==> config.mk <==
export PLATFORM = sky130hd
export DESIGN_NAME = psg_multi
export DESIGN_NICKNAME = d
export VERILOG_FILES = /design/src/rtl/psg_pkg.sv /design/src/rtl/psg_unit.sv /design/src/rtl/psg_multi.sv
export SDC_FILE = /design/constraint.sdc
export NUM_CORES = 1
export LEC_CHECK = 0
export ABC_CLOCK_PERIOD_IN_PS = 5850
export CAP_MARGIN = 40
export CORE_MARGIN = 1
export CORE_UTILIZATION = 35
export CTS_CLUSTER_DIAMETER = 100
export DETAILED_ROUTE_END_ITERATION = 10
export DONT_BUFFER_PORTS = 1
export GPL_ROUTABILITY_DRIVEN = 0
export PLACE_DENSITY = 0.5
export SETUP_SLACK_MARGIN = 0.2
export SYNTH_ARGS = -nofsm -noshare
export SYNTH_HDL_FRONTEND = slang
export SYNTH_HIERARCHICAL = 1
export SYNTH_SLANG_ARGS = --single-unit
export TNS_END_PERCENT = 5
==> constraint.sdc <==
create_clock -name clk -period 5.85 [get_ports clk]
set_clock_uncertainty 0.2 [all_clocks]
set_input_delay 0.8775 -clock clk [delete_from_list [all_inputs] [get_ports clk]]
set_output_delay 0.8775 -clock clk [all_outputs]
set_load 0.02 [all_outputs]
==> src/rtl/psg_pkg.sv <==
// Shared constants and helpers for the multi-unit SN76489-style PSG.
package psg_pkg;

  localparam logic [15:0] LFSR_SEED        = 16'h8000;
  localparam logic [7:0]  STEREO_RESET     = 8'hFF;
  localparam logic [9:0]  NOISE_RATE_16    = 10'd16;
  localparam logic [9:0]  NOISE_RATE_32    = 10'd32;
  localparam logic [9:0]  NOISE_RATE_64    = 10'd64;
  localparam logic [2:0]  LATCH_NOISE_CTRL = 3'd6;

  localparam logic [9:0] VOL [16] = '{
    10'd1023, 10'd813, 10'd646, 10'd513, 10'd407, 10'd323, 10'd257, 10'd205,
    10'd162,  10'd128, 10'd102, 10'd81,  10'd64,  10'd51,  10'd40,  10'd0
  };

  typedef enum logic [1:0] {
    TGT_TONE,
    TGT_ATTEN,
    TGT_NOISE
  } tgt_e;

  function automatic tgt_e latch_target(input logic [2:0] latch);
    if (latch[0])                     return TGT_ATTEN;
    else if (latch == LATCH_NOISE_CTRL) return TGT_NOISE;
    else                              return TGT_TONE;
  endfunction

  function automatic logic [9:0] vol(input logic [3:0] atten);
    return VOL[atten];
  endfunction

endpackage

==> src/rtl/psg_unit.sv <==
// One PSG unit: command registers, three tone counters, noise LFSR and
// per-channel output levels.
module psg_unit
  import psg_pkg::*;
(
  input  logic            clk,
  input  logic            reset,
  input  logic            i_tick,
  input  logic            i_wren,
  input  logic [7:0]      i_wrdata,
  output logic [3:0][9:0] o_level
);

  logic [2:0]       r_latch;
  logic [2:0][9:0]  r_period;
  logic [3:0][3:0]  r_atten;
  logic [2:0]       r_ctrl;
  logic [2:0][9:0]  r_cnt;
  logic [9:0]       r_ncnt;
  logic [3:0]       r_val;
  logic [15:0]      r_lfsr;

  logic [2:0]  w_latch;
  logic [1:0]  w_ch;
  logic [9:0]  w_nrate;
  logic        w_fb;
  logic [15:0] w_lfsr_next;

  // A latch byte retargets the write before its low nibble is applied.
  assign w_latch     = i_wrdata[7] ? i_wrdata[6:4] : r_latch;
  assign w_ch        = w_latch[2:1];
  assign w_fb        = r_ctrl[2] ? (r_lfsr[0] ^ r_lfsr[3]) : r_lfsr[0];
  assign w_lfsr_next = {w_fb, r_lfsr[15:1]};

  always_comb begin
    case (r_ctrl[1:0])
      2'd0:    w_nrate = NOISE_RATE_16;
      2'd1:    w_nrate = NOISE_RATE_32;
      2'd2:    w_nrate = NOISE_RATE_64;
      default: w_nrate = r_period[2];
    endcase
  end

  always_ff @(posedge clk) begin
    if (reset) begin
      r_latch  <= '0;
      r_period <= '0;
      r_atten  <= '1;
      r_ctrl   <= '0;
      r_cnt    <= '0;
      r_ncnt   <= '0;
      r_val    <= '0;
      r_lfsr   <= LFSR_SEED;
    end else begin
      if (i_tick) begin
        for (int unsigned c = 0; c < 3; c++) begin
          if (r_cnt[c] <= 10'd1) begin
            r_cnt[c] <= r_period[c];
            r_val[c] <= (r_period[c] <= 10'd1) ? 1'b1 : ~r_val[c];
          end else begin
            r_cnt[c] <= r_cnt[c] - 10'd1;
          end
        end
        if (r_ncnt <= 10'd1) begin
          r_ncnt   <= w_nrate;
          r_lfsr   <= w_lfsr_next;
          r_val[3] <= w_lfsr_next[0];
        end else begin
          r_ncnt <= r_ncnt - 10'd1;
        end
      end
      // Written after the tick so a noise-ctrl reseed overrides a same-cycle shift.
      if (i_wren) begin
        if (i_wrdata[7]) r_latch <= i_wrdata[6:4];
        case (latch_target(w_latch))
          TGT_ATTEN: r_atten[w_ch] <= i_wrdata[3:0];
          TGT_NOISE: begin
            r_ctrl <= i_wrdata[2:0];
            r_lfsr <= LFSR_SEED;
          end
          default: begin
            if (i_wrdata[7]) r_period[w_ch][3:0] <= i_wrdata[3:0];
            else             r_period[w_ch][9:4] <= i_wrdata[5:0];
          end
        endcase
      end
    end
  end

  always_comb begin
    for (int unsigned c = 0; c < 4; c++) begin
      o_level[c] = r_val[c] ? vol(r_atten[c]) : '0;
    end
  end

endmodule

==> src/rtl/psg_multi.sv <==
// NUM_PSG independent PSG units with per-channel stereo enables, mixed to a
// 16-bit unsigned L/R pair whose full scale is independent of NUM_PSG.
module psg_multi
  import psg_pkg::*;
#(
  parameter  int unsigned NUM_PSG = 1,
  parameter  int unsigned CLK_DIV = 256,
  localparam int unsigned SEL_W   = (NUM_PSG > 1) ? $clog2(NUM_PSG) : 1
) (
  input  logic             clk,
  input  logic             reset,
  input  logic [SEL_W-1:0] wrsel,
  input  logic [7:0]       wrdata,
  input  logic             wren,
  input  logic             stereo_wren,
  output logic [15:0]      sample_l,
  output logic [15:0]      sample_r,
  output logic             sample_strobe
);

  localparam int unsigned DIV_W = $clog2(CLK_DIV);
  localparam int unsigned SHIFT = 4 - $clog2(NUM_PSG);

  logic [DIV_W-1:0]             r_div;
  logic                         r_tick_d;
  logic [NUM_PSG-1:0][7:0]      r_stereo;
  logic [15:0]                  r_sample_l;
  logic [15:0]                  r_sample_r;
  logic                         r_strobe;
  logic                         w_tick;
  logic [NUM_PSG-1:0]           w_unit_we;
  logic [NUM_PSG-1:0][3:0][9:0] w_level;
  logic [15:0]                  w_sum_l;
  logic [15:0]                  w_sum_r;

  assign w_tick = (r_div == DIV_W'(CLK_DIV - 1));

  for (genvar u = 0; u < NUM_PSG; u++) begin : g_unit
    assign w_unit_we[u] = wren && (wrsel == SEL_W'(u));
    psg_unit u_unit (
      .clk      (clk),
      .reset    (reset),
      .i_tick   (w_tick),
      .i_wren   (w_unit_we[u]),
      .i_wrdata (wrdata),
      .o_level  (w_level[u])
    );
  end

  always_comb begin
    w_sum_l = '0;
    w_sum_r = '0;
    for (int unsigned u = 0; u < NUM_PSG; u++) begin
      for (int unsigned c = 0; c < 4; c++) begin
        if (r_stereo[u][4+c]) w_sum_l = w_sum_l + 16'(w_level[u][c]);
        if (r_stereo[u][c])   w_sum_r = w_sum_r + 16'(w_level[u][c]);
      end
    end
  end

  always_ff @(posedge clk) begin
    if (reset) begin
      r_div      <= '0;
      r_tick_d   <= 1'b0;
      r_stereo   <= {NUM_PSG{STEREO_RESET}};
      r_sample_l <= '0;
      r_sample_r <= '0;
      r_strobe   <= 1'b0;
    end else begin
      r_div    <= w_tick ? '0 : r_div + 1'b1;
      r_tick_d <= w_tick;
      r_strobe <= r_tick_d;
      if (r_tick_d) begin
        r_sample_l <= w_sum_l << SHIFT;
        r_sample_r <= w_sum_r << SHIFT;
      end
      if (stereo_wren) begin
        for (int unsigned u = 0; u < NUM_PSG; u++) begin
          if (wrsel == SEL_W'(u)) r_stereo[u] <= wrdata;
        end
      end
    end
  end

  assign sample_l      = r_sample_l;
  assign sample_r      = r_sample_r;
  assign sample_strobe = r_strobe;

endmodule

# == Word-level counts from Yosys, hierarchy flattened ==
# Memories as Yosys holds them, arrays and structs flattened.
# Cells that the tools add are included.
# word_totals
ff_bits,154
romBits,640
in_bits,13
output_inout_bits,33
wordCells,129
n_memories,4
# classes
addsub,11
n_lt_le_gt_ge,13
n_eq_ne,6
n_mux,48
n_bitwise,10
n_reduce_logical,13
# memory_table
memory,depth,word_bits,rd,rd_ports_with_merged_regs,write_ports,line_no,text
(no name shown),16,10,1,0,0,psg_pkg.sv:29,return VOL[atten];
(no name shown),16,10,1,0,0,psg_pkg.sv:29,
(no name shown),16,10,1,0,0,psg_pkg.sv:29,
(no name shown),16,10,1,0,0,psg_pkg.sv:29,
# ops
operator,n
$mux 10,19
$mux 12,6
$le 10x1->1 const B,7
$mux 16,4
$bwmux 30,2
$add 12x10->12,4
$demux 10 s2,2
$sub 10x1->10 const B,4
$mux 30,1
$pmux 10 s3,1
$add 10x10->11,2
$ge 5x5->1 const B,4
$not 4->5,4
$bwmux 16,1
$reduce_and 2->1,8
$add 8x1->8 const B,1
$demux 4 s2,1
$eq 8x8->1 const B,1
$mux 2,4
$mux 4,2
$not 1->1,5
$eq 2x1->1 const B,2
$eq 2x2->1 const B,2
$mux 1,4
8 further kinds,10

# == Longest topological paths before layout ==
# logic_depth
ltp_word,12
ltp_mapped,32
ltp_nobuf,32

# == By module ==
# Netlist, hierarchy kept.
# by_module_without_submodules
module,instances,cells_per_inst,area_each_um2,seq_area_each_um2
psg_unit,1,783,6431.2,2242.2
psg_multi,1,689,5230.0,840.8

# == Least setup slack after synthesis ==
# Ideal clock, no wire load.
# synth_timing
path_type,register -> register
from,register g_unit[0].u_unit/r_atten[3] (netlist name)
to,register r_sample_r[15] (netlist: sample_r[15])
t_arrival_ps,5911
path_slack_ps,-352
path_stages_with_launch,29
period_less_slack_ps,6202
path_cell_list,dfxtp_1 clkbuf_1 clkbuf_1 a211oi_1 nor2_1 and2_1 ha_1 inv_1 fa_1 and2b_1 o21ai_1 a21oi_1 a211oi_2 nor3_1 nor2_1 xnor2_1 mux2_2 ha_1 nor3_1 nor2_1 a21boi_0 xor2_1 a22o_1 or2_2 ha_1 a31oi_1 o21bai_1 or4b_1 a311oi_1
# synth_lines
element,line_no,text
from (decl),psg_unit.sv:16,logic [3:0][3:0] r_atten;
"from (signal, indexed assignment)",psg_unit.sv:76,TGT_ATTEN: r_atten[w_ch] <= i_wrdata[3:0];
to (signal assigned),psg_multi.sv:75,r_sample_r <= w_sum_r << SHIFT;
to (decl),psg_multi.sv:28,logic [15:0] r_sample_r;

==> flow_summary.yaml <==
floorplanning:
  design.die.area_sq_mm: 0.0341
  num_rows: 66
  die_h_microns: 185
  core_region_area_sq_mm: 0.0326
  floorplan.initialDensity_pct: 35.7
  chipWidth_microns: 185
  design.portCount: 46
flow_run:
  maxCapViolCount: 0
clock_network:
  cts_tree: "built"
  path_clk_slew_ps: 70
  cts.sinks: 154
  cts_buffer_depth: 2
  clockRootBuffer: "sky130_fd_sc_hd__clkbuf_16"
  num_cts_buffers: 17
  clock_latency_reported_for_the_late_side_of_the_worst_skew_pair_ps: 440
  ctsHtreeMaxLevel: 4
placement:
  dpl_cell_area_sq_mm: 0.0127
  post-place-ws_ps: -114
  detailedPlacementHpwl_microns: 24100
  placement.io_buffers: 0
grt:
  met2_usage_pct: 31.8
  gr-usage-met1_pct: 27.5
  grt_antenna_before_repair: 0
  pin_count_of_the_biggest_net_entering_global_routing: 125
  globalRoute.busiestLayer: "met2"
  first_global_vias: 9820
  global_route_wire_length_before_repair_microns: 52900
  grt_resource_usage_total_pct: 19.9
  globalRouteOverflowTotal: 0
  grt_use_met3_pct: 2.88
sta:
  setup_ws_ps: 43.1
  clock.fmax_mhz: 172
  max_slew.worst_pin.slew_ps: 841
  hold_ws_ps: 255
  timing.final.setup_violations: 0
  period_minus_slack_ps: 5810
  report.final.hold_viol_count: 0
  slew_violations: 0
  relSlewSlack_pct: 43.4
  grt_setup_unrepaired: "yes"
  min_period_over_period_pct: 99.3
logic_synthesis:
  synth_area_sq_mm: 0.0117
  synth_enable_flop_cells: 0
  synth_top_flop_cell: "sky130_fd_sc_hd__dfxtp_1"
  synth_cell_type_count: 90
  synthDominantCellAreaShare_pct: 26.4
  avgSynthCellArea_sq_um: 7.92
  async_reset_ff_share_pct: 0
  area_contributors_post_synth: "sky130_fd_sc_hd__dfxtp_1 (26%), sky130_fd_sc_hd__ha_1 (9.1%), sky130_fd_sc_hd__nor2_1 (6.2%), sky130_fd_sc_hd__mux2i_1 (6.1%), sky130_fd_sc_hd__a21oi_1 (4.2%)"
  synth.yosys.seq_area_share_pct: 26.4
  synth_cells: 1472
  synthesis.yosys.warnings: 6
  yosys.area.top_type: "sky130_fd_sc_hd__dfxtp_1"
  ys_ff_latch: 154
routing:
  antenna_left: 0
  drt_iter0_drc: 677
  detailed_route_wire_length_microns: 32700
  route.vias.total: 10400
  post_drt_via_cell_ratio: 5.29
  dr.pass1.iters: 5
  detailed_route_wire_length_per_cell_microns: 16.7
  drcViolationCount: 0
min_path:
  worst_hold_path.num_cells: 2
  hold_removal_path_class: "flop to flop"
setup_path:
  cpLargestDelayFamily: "simple AND/OR/NAND/NOR gates"
  cp.arrival_ps: 5960
  worstPathBufferInverterCount: 5
  criticalPathCategory: "flop to flop"
  worst-path-stages: 30
  critical-path-max-stage-delay_ps: 450
  critPathMaxFanout: 5
  timing.critical_path.mode_cell: "sky130_fd_sc_hd__ha_4"
  required_time_of_the_worst_setup_path_ps: 6010
  critPathLaunchType: "flop"
  setup.worst_path.end_class: "flop"
  rr_worst_depth: 30
  worst_path_max_delay_cell: "sky130_fd_sc_hd__or4b_1"
cells_and_area:
  n_fill_cell: 3295
  design.final.nets: 1615
  final_layout_size_suffix_gt1_share_pct: 17.5
  multi_input_gate_area_in_the_final_layout_sq_mm: 0.00828
  sequential_cell_area_sq_mm: 0.00310
  flow.area_growth_from_synthesis_pct: 17.2
  finished_cell_area_sq_mm: 0.0137
  antenna_cells: 0
power:
  power_leakage_uw: 0.00583
  power_density_mw_per_mm2: 170
  irDropWorstVdd_uv: 211
status:
  status: "finished clean"
[registers in the layout (all words and copies together), names as in the netlist]
register                count
g_unit.u_unit/r_lfsr       16
g_unit.u_unit/r_atten      16
g_unit.u_unit/r_val         4
sample_r                   12
r_div                       8
g_unit.u_unit/r_ctrl        3
sample_l                   12
g_unit.u_unit/r_period     30
sample_strobe               1
g_unit.u_unit/r_latch       3
r_tick_d                    1
g_unit.u_unit/r_cnt        30
g_unit.u_unit/r_ncnt       10
r_stereo                    8
[area by class of cell]
cell class	count	area share, %
Multi-Input combinational cell	1160	60.6
Timing Repair Buffer	117	6.67
Clock inverter	13	1.14
Tap cell	442	4.05
Sequential cell	154	22.7
Clock buffer	18	3.21
Inverter	61	1.69
[path summary, 6_finish.rpt]
check / from / endpoint / slack (ps)
setup / recovery: g_unit[0].u_unit/r_atten[0] / sample_r[15] / 40
hold reg to reg: g_unit[0].u_unit/r_lfsr[9] / g_unit[0].u_unit/r_lfsr[9] / 250
setup reg to reg: g_unit[0].u_unit/r_atten[0] / sample_r[15] / 40
hold / removal: g_unit[0].u_unit/r_lfsr[9] / g_unit[0].u_unit/r_lfsr[9] / 250
[timing repair]
item                                    4_1_cts  5_1_grt
setup buffers                                 5        4
pin swaps                                    15       27
hold buffers                                  0        0
resized for setup                            39       41
endpoints found under the setup margin        8       11
[cells in the mapped netlist (6+ instances only)]
cell / instances
sky130_fd_sc_hd__nand2b_1: 18
sky130_fd_sc_hd__a21oi_1: 97
sky130_fd_sc_hd__buf_1: 8
sky130_fd_sc_hd__o31ai_1: 8
sky130_fd_sc_hd__o21ai_0: 59
sky130_fd_sc_hd__ha_1: 85
sky130_fd_sc_hd__nand3_1: 28
sky130_fd_sc_hd__a311oi_1: 9
sky130_fd_sc_hd__nor3_1: 20
sky130_fd_sc_hd__a31oi_1: 16
sky130_fd_sc_hd__and3_1: 7
sky130_fd_sc_hd__a211oi_1: 39
sky130_fd_sc_hd__or3_1: 8
sky130_fd_sc_hd__o21bai_1: 7
sky130_fd_sc_hd__fa_1: 6
sky130_fd_sc_hd__o211ai_1: 13
sky130_fd_sc_hd__clkbuf_1: 81
sky130_fd_sc_hd__mux2i_1: 71
sky130_fd_sc_hd__or4_1: 14
sky130_fd_sc_hd__a222oi_1: 6
sky130_fd_sc_hd__o211a_1: 9
sky130_fd_sc_hd__nand2_1: 126
sky130_fd_sc_hd__nand4_1: 6
sky130_fd_sc_hd__mux2_2: 15
sky130_fd_sc_hd__nor4_1: 17
sky130_fd_sc_hd__xor2_1: 25
sky130_fd_sc_hd__nor2b_1: 18
sky130_fd_sc_hd__nor2_1: 192
sky130_fd_sc_hd__a211o_1: 18
sky130_fd_sc_hd__o21a_1: 16
sky130_fd_sc_hd__inv_1: 60
sky130_fd_sc_hd__dfxtp_1: 154
sky130_fd_sc_hd__and2_1: 18
sky130_fd_sc_hd__nor3b_1: 8
sky130_fd_sc_hd__xnor2_1: 45
sky130_fd_sc_hd__or2_2: 10
sky130_fd_sc_hd__o31a_1: 6
sky130_fd_sc_hd__a21o_1: 8
sky130_fd_sc_hd__a22oi_1: 8
sky130_fd_sc_hd__buf_4: 8
[cells in the final DEF (no fill, tap or decap), types with 9 or more instances in the layout]
cell | netlist | routed
sky130_fd_sc_hd__nor2_1 | 192 | 189
sky130_fd_sc_hd__dfxtp_1 | 154 | 148
sky130_fd_sc_hd__nand2_1 | 126 | 126
sky130_fd_sc_hd__buf_4 | 8 | 111
sky130_fd_sc_hd__a21oi_1 | 97 | 94
sky130_fd_sc_hd__ha_1 | 85 | 73
sky130_fd_sc_hd__mux2i_1 | 71 | 71
sky130_fd_sc_hd__inv_1 | 60 | 57
sky130_fd_sc_hd__o21ai_0 | 59 | 47
sky130_fd_sc_hd__xnor2_1 | 45 | 44
sky130_fd_sc_hd__a211oi_1 | 39 | 37
sky130_fd_sc_hd__nand3_1 | 28 | 26
sky130_fd_sc_hd__xor2_1 | 25 | 22
sky130_fd_sc_hd__nand2b_1 | 18 | 18
sky130_fd_sc_hd__a211o_1 | 18 | 18
sky130_fd_sc_hd__and2_1 | 18 | 17
sky130_fd_sc_hd__clkbuf_16 | 0 | 17
sky130_fd_sc_hd__o21a_1 | 16 | 16
sky130_fd_sc_hd__nor2b_1 | 18 | 16
sky130_fd_sc_hd__nor4_1 | 17 | 16
sky130_fd_sc_hd__nor3_1 | 20 | 15
sky130_fd_sc_hd__a31oi_1 | 16 | 15
sky130_fd_sc_hd__mux2_2 | 15 | 14
sky130_fd_sc_hd__or4_1 | 14 | 14
sky130_fd_sc_hd__o211ai_1 | 13 | 13
sky130_fd_sc_hd__o21ai_1 | 3 | 11
sky130_fd_sc_hd__o211a_1 | 9 | 9
[metrics by stage]
stage	TNS, ps	total power (uW)	cells	utilization (%)
global placement	-54.0	1210	1923	38.9
floorplan	0	1200	1479	-
detailed placement	-304	1210	1925	38.9
finish	0	2330	1965	41.9
CTS	0	2360	1961	41.2
global route	-1300	2430	1965	41.9
[kinds of logic (layout without fill, tap and decap cells)]
kind of cell,count (synthesis),in the layout,share of synthesized area (%)
AO/OA/AOI/OAI,378,378,22.5
XOR/XNOR,70,70,5.26
adder cells (fa/ha/maj),96,96,10.6
buffers and inverters,165,209,5.80
flip-flops,154,154,26.4
multiplexers,86,86,7.54
other,1,8,0.0322
AND/OR/NAND/NOR,522,522,21.8
[per-layer routing]
metal	part of all wire, %	routed length [microns]
met1	50	16300
met2	46	14900
met3	3.0	981
met4	1.6	509
met5	0	0
[worst reg2reg max path, delay by kind of cell, from the launching register on]
| family | cells | cell delay (ps) |
|---|---|---|
| simple gates | 8 | 1620 |
| fa+ha+maj | 5 | 1250 |
| xor+xnor | 2 | 300 |
| buf+inv | 5 | 420 |
| compound gates | 10 | 1580 |
| flops | 1 | 380 |
[report_power, final]
group | internal, uW | switching, uW
sequential | 1060 | 15.9
combinational | 45.2 | 67.1
clock | 650 | 495
total | 1750 | 578
No activity file was read; power rests on OpenSTA's default activity.
